<file path="src/rtl/fifo_rr_arbiter_if.sv">
// Handshake bundle between the upstream FIFO bank, the round-robin arbiter and
// the merged downstream FIFO.
interface fifo_rr_arbiter_if #(
    parameter int unsigned NREQ = 4,
    parameter int unsigned DW   = 6
);
    logic [NREQ-1:0]    up_empty;
    logic [NREQ*DW-1:0] up_data;
    logic [NREQ-1:0]    up_pop;
    logic               dn_pausa;
    logic               dn_full;
    logic               dn_push;
    logic [DW-1:0]      dn_data;
    logic [NREQ-1:0]    grant;
    logic               busy;
    logic               err_ovf;

    modport master (
        input  up_empty, up_data, dn_pausa, dn_full,
        output up_pop, dn_push, dn_data, grant, busy, err_ovf
    );

    modport slave (
        output up_empty, up_data, dn_pausa, dn_full,
        input  up_pop, dn_push, dn_data, grant, busy, err_ovf
    );
endinterface

</file>
<file path="src/rtl/fifo_rr_arbiter.sv">
// Round-robin burst arbiter draining NREQ upstream FIFOs into one downstream FIFO.
// Pop at t, upstream word at t+1, registered push/data at t+2.
module fifo_rr_arbiter #(
    parameter int unsigned NREQ  = 4,
    parameter int unsigned BURST = 4,
    parameter int unsigned DW    = 6
) (
    input  logic               clk,
    input  logic               reset,
    fifo_rr_arbiter_if.master  bus
);
    localparam int unsigned IW = (NREQ > 1) ? $clog2(NREQ) : 1;
    localparam int unsigned CW = $clog2(BURST + 1);

    typedef enum logic [1:0] {ST_IDLE, ST_BURST, ST_GAP} state_t;

    state_t          state;
    state_t          state_n;
    logic [IW-1:0]   rr_ptr;
    logic [IW-1:0]   gidx;
    logic [IW-1:0]   src;
    logic [CW-1:0]   cnt;
    logic            fly;

    logic            sel_found;
    logic [IW-1:0]   sel_idx;
    logic [IW-1:0]   scan_idx;
    logic            do_start;
    logic            do_pop;
    logic            do_rel;
    logic            busy_n;

    logic [DW-1:0]   up_word [NREQ];

    for (genvar i = 0; i < NREQ; i++) begin : g_slice
        assign up_word[i] = bus.up_data[i*DW +: DW];
    end

    // First non-empty FIFO scanning upward from rr_ptr with wrap.
    always_comb begin
        sel_found = 1'b0;
        sel_idx   = rr_ptr;
        scan_idx  = rr_ptr;
        for (int k = int'(NREQ) - 1; k >= 0; k--) begin
            scan_idx = IW'((int'(rr_ptr) + k) % int'(NREQ));
            if (!bus.up_empty[scan_idx]) begin
                sel_found = 1'b1;
                sel_idx   = scan_idx;
            end
        end
    end

    // Transition decisions; GAP gives the upstream empty flag time to settle.
    always_comb begin
        state_n  = state;
        do_start = 1'b0;
        do_pop   = 1'b0;
        do_rel   = 1'b0;
        case (state)
            ST_IDLE: begin
                if (!bus.dn_pausa && sel_found) begin
                    do_start = 1'b1;
                    state_n  = ST_BURST;
                end
            end
            ST_BURST: begin
                if (!bus.up_empty[gidx] && !bus.dn_pausa) begin
                    do_pop  = 1'b1;
                    state_n = ST_GAP;
                end else begin
                    do_rel  = 1'b1;
                    state_n = ST_IDLE;
                end
            end
            ST_GAP: begin
                if (cnt == CW'(BURST)) begin
                    do_rel  = 1'b1;
                    state_n = ST_IDLE;
                end else begin
                    state_n = ST_BURST;
                end
            end
            default: state_n = ST_IDLE;
        endcase
        // After the edge: pop strobe -> fly -> push, any of them keeps us busy.
        busy_n = (state_n != ST_IDLE) || (bus.up_pop != '0) || fly;
    end

    always_ff @(posedge clk or posedge reset) begin
        if (reset) begin
            state       <= ST_IDLE;
            rr_ptr      <= '0;
            gidx        <= '0;
            src         <= '0;
            cnt         <= '0;
            fly         <= 1'b0;
            bus.up_pop  <= '0;
            bus.dn_push <= 1'b0;
            bus.dn_data <= '0;
            bus.grant   <= '0;
            bus.busy    <= 1'b0;
            bus.err_ovf <= 1'b0;
        end else begin
            state       <= state_n;
            bus.up_pop  <= do_pop ? (NREQ'(1) << gidx) : '0;
            bus.busy    <= busy_n;
            bus.err_ovf <= bus.err_ovf | (bus.dn_push & bus.dn_full);
            fly         <= (bus.up_pop != '0);
            bus.dn_push <= fly;
            if (fly) begin
                bus.dn_data <= up_word[src];
            end
            if (do_start) begin
                bus.grant <= NREQ'(1) << sel_idx;
                gidx      <= sel_idx;
                cnt       <= '0;
            end
            if (do_pop) begin
                cnt <= cnt + CW'(1);
                src <= gidx;
            end
            if (do_rel) begin
                bus.grant <= '0;
                rr_ptr    <= IW'((int'(gidx) + 1) % int'(NREQ));
            end
        end
    end
endmodule

</file>
<file path="src/flat_wrapper.sv">
// flat-port wrapper written by rule: the top's interface ports become plain ports
module fifo_rr_arbiter_flat 
#(
    parameter int unsigned NREQ  = 4,
    parameter int unsigned BURST = 4,
    parameter int unsigned DW    = 6
)
  (clk, reset, bus_up_empty, bus_up_data, bus_dn_pausa, bus_dn_full, bus_up_pop, bus_dn_push, bus_dn_data, bus_grant, bus_busy, bus_err_ovf);
  fifo_rr_arbiter_if #(.NREQ(NREQ), .DW(DW)) bus_i ();
  input  logic clk;
  input  logic reset;
  input wire logic [$bits(bus_i.up_empty)-1:0] bus_up_empty;
  input wire logic [$bits(bus_i.up_data)-1:0] bus_up_data;
  input wire logic [$bits(bus_i.dn_pausa)-1:0] bus_dn_pausa;
  input wire logic [$bits(bus_i.dn_full)-1:0] bus_dn_full;
  output wire logic [$bits(bus_i.up_pop)-1:0] bus_up_pop;
  output wire logic [$bits(bus_i.dn_push)-1:0] bus_dn_push;
  output wire logic [$bits(bus_i.dn_data)-1:0] bus_dn_data;
  output wire logic [$bits(bus_i.grant)-1:0] bus_grant;
  output wire logic [$bits(bus_i.busy)-1:0] bus_busy;
  output wire logic [$bits(bus_i.err_ovf)-1:0] bus_err_ovf;
  assign bus_i.up_empty = bus_up_empty;
  assign bus_i.up_data = bus_up_data;
  assign bus_i.dn_pausa = bus_dn_pausa;
  assign bus_i.dn_full = bus_dn_full;
  assign bus_up_pop = bus_i.up_pop;
  assign bus_dn_push = bus_i.dn_push;
  assign bus_dn_data = bus_i.dn_data;
  assign bus_grant = bus_i.grant;
  assign bus_busy = bus_i.busy;
  assign bus_err_ovf = bus_i.err_ovf;
  fifo_rr_arbiter #(.NREQ(NREQ), .BURST(BURST), .DW(DW)) u_core (.clk(clk), .reset(reset), .bus(bus_i));
endmodule
</file>
<file path="config.mk">
export PLATFORM = sky130hd
export DESIGN_NAME = fifo_rr_arbiter_flat
export DESIGN_NICKNAME = d
export VERILOG_FILES = /design/src/rtl/fifo_rr_arbiter_if.sv /design/src/rtl/fifo_rr_arbiter.sv /design/src/flat_wrapper.sv
export SDC_FILE = /design/constraint.sdc
export NUM_CORES = 1
export LEC_CHECK = 0
export CORE_ASPECT_RATIO = 0.6
export CORE_MARGIN = 2
export CORE_UTILIZATION = 41
export DETAILED_ROUTE_END_ITERATION = 10
export PLACE_DENSITY = 0.85
export SYNTH_ARGS = -nofsm -noshare
export SYNTH_HDL_FRONTEND = slang
export SYNTH_SLANG_ARGS = --single-unit
</file>
<file path="constraint.sdc">
create_clock -name clk -period 1.68 [get_ports clk]
set_clock_uncertainty 0.1 [all_clocks]
set_input_delay 0.504 -clock clk [delete_from_list [all_inputs] [get_ports clk]]
set_output_delay 0.504 -clock clk [all_outputs]
set_load 0.01 [all_outputs]
</file>
### Word level (Yosys, flattened, before mapping)

Index checks and enable logic that the tools add are counted.

| storage, ports and cells | value |
|---|---|
| flip-flop bits (word level) | 29 |
| bits of input ports | 32 |

| operators by class | value |
|---|---|
| add/subtract/negate cells | 5 |
| order comparisons | 6 |
| equality and inequality tests | 3 |
| shift operators | 2 |
| multiplexer cells | 37 |
| bitwise operators | 3 |
| reductions and logical operators | 11 |

Operators by type and width:

| operator | count |
|---|---|
| 2-to-1 mux 1 bit | 16 |
| < comparator 2 x 3 -> 1 bit, second input constant | 5 |
| binary-select mux 6 bit (select 2 bit) | 1 |
| 2-to-1 mux 2 bit | 6 |
| 2-to-1 mux 4 bit | 3 |
| 2-to-1 mux 6 bit | 2 |
| binary-select mux 1 bit (select 2 bit) | 5 |
| << shifter 1 x 2 -> 4 bit, first input constant | 2 |
| 2-to-1 mux 3 bit | 2 |
| case mux 2 bit (3 select lines) | 1 |
| nonzero test 2 bit | 3 |
| adder 2 x 1 -> 2 bit, second input constant | 2 |
| adder 2 bit, second input constant | 2 |
| nonzero test 4 bit | 1 |
| adder 3 x 1 -> 3 bit, second input constant | 1 |
| == test 3 bit, second input constant | 1 |
| greater-or-equal comparator 3 bit, second input constant | 1 |
| NOT 2 -> 3 bit | 1 |
| == test 2 x 1 -> 1 bit, second input constant | 1 |
| == test 2 bit, second input constant | 1 |
| logical AND 1 bit | 2 |
| zero test 1 bit | 2 |
| zero test 2 bit | 1 |
| logical OR 1 bit | 2 |
| 3 further kinds | 3 |

### Logic depth before layout (Yosys ltp)

| depth | value |
|---|---|
| depth in word-level cells | 13 |
| depth in mapped cells | 7 |

### Least setup slack after synthesis

OpenSTA, ideal clock, no wires.

| timing path | value |
|---|---|
| path kind | input port to flip-flop |
| start | in bus_up_empty[3] |
| end | reg u_core.bus.busy |
| library setup time | 0.139 ns |
| data arrival time | 1.530 ns |
| required time | 1.441 ns |
| slack | -0.089 ns |
| stages on the path | 6 |
| path buffers | 1 |
| cell sequence | mux2i_1 > a22oi_1 > nand2b_1 > buf_6 > a21oi_2 > or4_4 |

| on the way | value |
|---|---|
| longest elaborated chain between the ends | 12 |
| elaborated cells between the ends (all ways) | 23 |
| classes of those cells | 17 x mux; 6 x reduce/logical |

RTL lines:

| item | RTL line | source |
|---|---|---|
| from (decl) | flat_wrapper.sv:12 | `input wire logic [$bits(bus_i.up_empty)-1:0] bus_up_empty;` |
| binary-select mux 1 bit (select 2 bit) | fifo_rr_arbiter.sv:46 | `if (!bus.up_empty[scan_idx]) begin` |
| 2-to-1 mux 1 bit (implied by the code) | fifo_rr_arbiter.sv:46 |  |
| 2-to-1 mux 1 bit (4 in series) | fifo_rr_arbiter.sv:46 |  |
| logical AND 1 bit | fifo_rr_arbiter.sv:61 | `if (!bus.dn_pausa && sel_found) begin` |
| 2-to-1 mux 2 bit | fifo_rr_arbiter.sv:61 |  |
| case mux 2 bit (3 select lines) * | fifo_rr_arbiter.sv:59 | `case (state)` |
| named net u_core.state_n[1] | fifo_rr_arbiter.sv:18 | `state_t state_n;` |
| nonzero test 2 bit * | fifo_rr_arbiter.sv:86 | `busy_n = (state_n != ST_IDLE) \|\| (bus.up_pop != '0) \|\| fly;` |
| logical OR 1 bit * (2 in series) | fifo_rr_arbiter.sv:86 |  |
| named net u_core.busy_n | fifo_rr_arbiter.sv:31 | `logic busy_n;` |
| to (signal assigned) | fifo_rr_arbiter.sv:106 | `bus.busy <= busy_n;` |
| to (decl) | fifo_rr_arbiter_if.sv:20 | `output up_pop, dn_push, dn_data, grant, busy, err_ovf` |

Mark *: on every way through the listed nets, which the timed path passes. The rest lies on a longest branch. The select of a mux whose other input is x is not followed.
A chain may end at the register's enable or synchronous reset.

### Final worst setup path

| timing path | value |
|---|---|
| start | reg u_core.rr_ptr[0] |
| end | reg u_core.bus.grant[3] |

| on the way | value |
|---|---|
| longest elaborated chain between the ends | 11 |
| elaborated cells between the ends (all ways) | 26 |
| classes of those cells | 3 x add/sub; 1 x shift; 20 x mux; 2 x reduce/logical |

RTL lines:

| item | RTL line | source |
|---|---|---|
| from (decl) | fifo_rr_arbiter.sv:19 | `logic [IW-1:0] rr_ptr;` |
| from (signal assigned) | fifo_rr_arbiter.sv:124 | `rr_ptr <= IW'((int'(gidx) + 1) % int'(NREQ));` |
| adder 2 bit | fifo_rr_arbiter.sv:45 | `scan_idx = IW'((int'(rr_ptr) + k) % int'(NREQ));` |
| binary-select mux 1 bit (select 2 bit) | fifo_rr_arbiter.sv:46 |  |
| 2-to-1 mux 1 bit (implied by the code) | fifo_rr_arbiter.sv:46 |  |
| 2-to-1 mux 1 bit (4 in series) | fifo_rr_arbiter.sv:46 |  |
| logical AND 1 bit | fifo_rr_arbiter.sv:61 |  |
| 2-to-1 mux 1 bit | fifo_rr_arbiter.sv:61 |  |
| 2-to-1 mux 1 bit | fifo_rr_arbiter.sv:59 |  |
| nonzero test 2 bit (no line) | -- |  |
| to (signal assigned) | fifo_rr_arbiter.sv:114 | `bus.grant <= NREQ'(1) << sel_idx;` |
| to (decl) | fifo_rr_arbiter_if.sv:20 |  |

Several ways; a longest one is shown, not always the timed one. The select of a mux whose other input is x is not followed.

==> summary.md <==
| Metric | Value |
|---|---|
| Outcome | complete, no violations |
| # hold bufs at CTS | 0 |
| Antenna violations before repair | 0 |
| Max Slew Vio Count | 0 |
| Synth warnings | 0 |
| Post-DP HPWL | 2.640 mm |
| Peak Freq | approximately 600 MHz |
| Crit path cell chain | nor2_1 > a211o_1 > a32o_2 > or3b_1 > a21oi_1 |
| Antenna diode count | 0 |
| Worst Max-Slew Pin Slew | roughly 0.33 ns |
| WL final | roughly 3.4 mm |
| Slowest cell on crit path | dfrtp_1 |
| Global-route met3 utilization | 5.124% |
| Total clock sinks | 29 |
| Total CTS buffers | 5 |
| Yosys reg bits | 29 |
| Number of distinct library cells after synthesis | 34 |
| Setup Viol. Count Final | 0 |
| Area of the multi-input gates | 772.0 µm² |
| Pin count of the biggest net entering global routing | 30 |
| Min Tclk post-route | 1.669 ns |
| Port bufs | 48 |
| Gr busiest metal | met2 |
| CTS Root Buffer Type | clkbuf_8 |
| Routability Congestion | 0.7557 |
| Drt initial violations | ~60 |
| Primary FF master, synth | dfrtp_1 |
| DR vias/cell | ~5.2 |
| Die W | 82.74 µm |
| Mean Syn Cell Area | between 10 and 15 µm² |
| Gr ovfl total | 0 |
| DR WL/cell | 14.01 µm |
| Final Hold Viols | 0 |
| Static leakage power | between 0.001 and 0.0015 µW |
| CTS Buffer Depth | 2 |
| Critical path required time | 1.79 ns |
| Design Area, Final | 0.002297 mm² |
| Clock-pin slew on the worst setup and hold paths | 0.06 ns |
| M2 GR Usage | 27.69% |
| Setup CP Type | reg -> reg |
| Smallest hold slack | between 0.3 and 0.4 ns |
| CP Max Fanout | 5 |
| Syn Inst Count | 133 |
| ANT nets after route | 0 |
| Layout cell share with drive strength beyond 1 | 28.14% |
| Commonest non-fill, non-tap cell in the layout | dfrtp_1 |
| Crit end category | register |
| Syn nets | 175 |
| Relative slew slack | approximately 80% |
| Slowest stage delay, CP | 0.41 ns |
| CTS tree | done |
| H-tree lvl count | 2 |
| Drt pass-1 iters | 5 |
| Vias in the first global route | 1288 |
| Maximum VDD drop | 770.6 µV |
| Die area | 0.004240 mm² |
| RSZ-0062 raised after global routing | yes |
| Finished Core Util | 63.53% |
| Via Count | 1282 |
| GRT met1 Usage | 25.20% |
| Number of synthesized flops with an enable pin | 0 |
| Crit path DAT | 1.77 ns |
| Min-Delay Path Class | reg -> reg |
| Ys async rst share | 100.0% |
| Max_cap viols | 0 |
| Pwr dens | 1551 mW/mm² |
| Initial core utilization | ~42% |
| # rows | 17 |
| Placed Area | about 0.0022 mm² |
| DRC violations left | 0 |
| Filler cells | slightly above 300 |
| Clk Latency, worst-skew pair | 0.28 ns |
| FF+latch area | 725.7 µm² |
| Core Region | 0.003616 mm² |
| Most frequent cells in the layout | dfrtp_1, clkdlybuf4s50_1, dlygate4sd2_1, inv_1, buf_4 |
| Ports | 49 |
| GRT Total Usage | 18.73% |
| Startpoint type of the worst setup path | register |
| Fin nets | 240 |
| Post-synth top area cell | dfrtp_1 |
| Final period utilization | just under 100% |
| Setup Total Neg Slack | 0 ns |
| First-pass GRT wire length | 5.740 mm |
| Post-synth top area share | between 40% and 50% |
| Register area share after synthesis | 47.58% |
| Synthesized cell area | 0.001525 mm² |
| Inst Count DP | 237 |
| Fin cells | 246 |
| Area Overhead vs Synth | 50.62% |
| Die H | 51.25 µm |
| Synth area leaders | dfrtp_1, mux4_2, ha_1 |
-- path summary, 6_finish.rpt --
kind | start | to | slack [ns] | cells past startpoint
max | u_core.rr_ptr[0] | u_core.bus.grant[3] | 0.01 | 5
min | u_core.bus.err_ovf | u_core.bus.err_ovf | 0.36 | 1
max reg2reg | u_core.rr_ptr[0] | u_core.bus.grant[3] | 0.01 | 5
min reg2reg | u_core.bus.err_ovf | u_core.bus.err_ovf | 0.36 | 1
max in group asynchronous | reset | u_core.gidx[1] | 0.86 | 3
min in group asynchronous | reset | u_core.bus.grant[0] | 0.46 | 3
-- synth_stat cells (3+ instances only) --
master and n:
dfrtp_1 29, inv_1 14, nand2_1 12, ha_1 10
mux2_2 9, o21ai_0 7, mux4_2 6, nor2_1 6
a21oi_1 5, clkbuf_1 4, nand3_1 3
-- kinds of logic after synthesis --
kind of cell               synth area share (%)
muxes                                     16.82
and+or+nand+nor                           11.81
buffers and inverters                     5.414
adders and majority gates                 8.203
DFF                                       47.58
AOI/OAI and AO/OA                         10.17
-- worst max-delay path, delay by kind of cell, from the launching register on --
kind | cells | cell delay (ns)
compound gates | 3 | 0.66
flops | 1 | 0.41
simple gates | 2 | 0.43
-- repair_timing --
item                       CTS  global route
setup buffers                0             1
setup endpoints to repair   35             8
hold endpoints to repair     0             0
gates resized for setup     35            12
pin swaps                    5            11
-- routing by layer --
| layer | up-vias | wire, µm |
|---|---|---|
| met2 | 47 | 1542 |
| met5 | - | 0 |
| met1 | 625 | 1584 |
| li1 | 599 | - |
| met4 | 0 | 98 |
| met3 | 11 | 220 |
-- report_power, final --
part / internal [µW] / switching (µW) / leakage (µW)
registers: 988 / 241 / 0.000368
clock network: 369 / 256 / 0.0000542
logic: 978 / 731 / 0.000653
total: 2330 / 1230 / 0.00107
-- stage by stage --
| step | total power [µW] | worst slack (ns) |
|---|---|---|
| 6_report | 3563 | 0.01102 |
| 3_3_place_gp | 2893 | -0.6500 |
| 5_1_grt | 3819 | -0.04625 |
| 4_1_cts | 3498 | 0.002141 |
| 2_1_floorplan | 2138 | -0.007909 |
| 3_5_place_dp | 2938 | -0.6795 |
-- layout make-up --
cell class	count	share of cell area [%]
Multi-Input combinational cell	84	33.61
Sequential cell	29	31.59
Timing Repair Buffer	64	25.54
Clock buffer	7	4.194
Tap cell	47	2.560
Inverter	14	2.288
Clock inverter	1	0.2179
-- registers in the layout (all words and copies together), names as in the netlist --
name,flops
u_core.bus.grant,4
u_core.fly,1
u_core.bus.busy,1
u_core.gidx,2
u_core.bus.up_pop,4
u_core.cnt,3
u_core.bus.dn_push,1
u_core.src,2
u_core.state,2
u_core.rr_ptr,2
u_core.bus.dn_data,6
u_core.bus.err_ovf,1
Power figures use the tool's default switching activity.
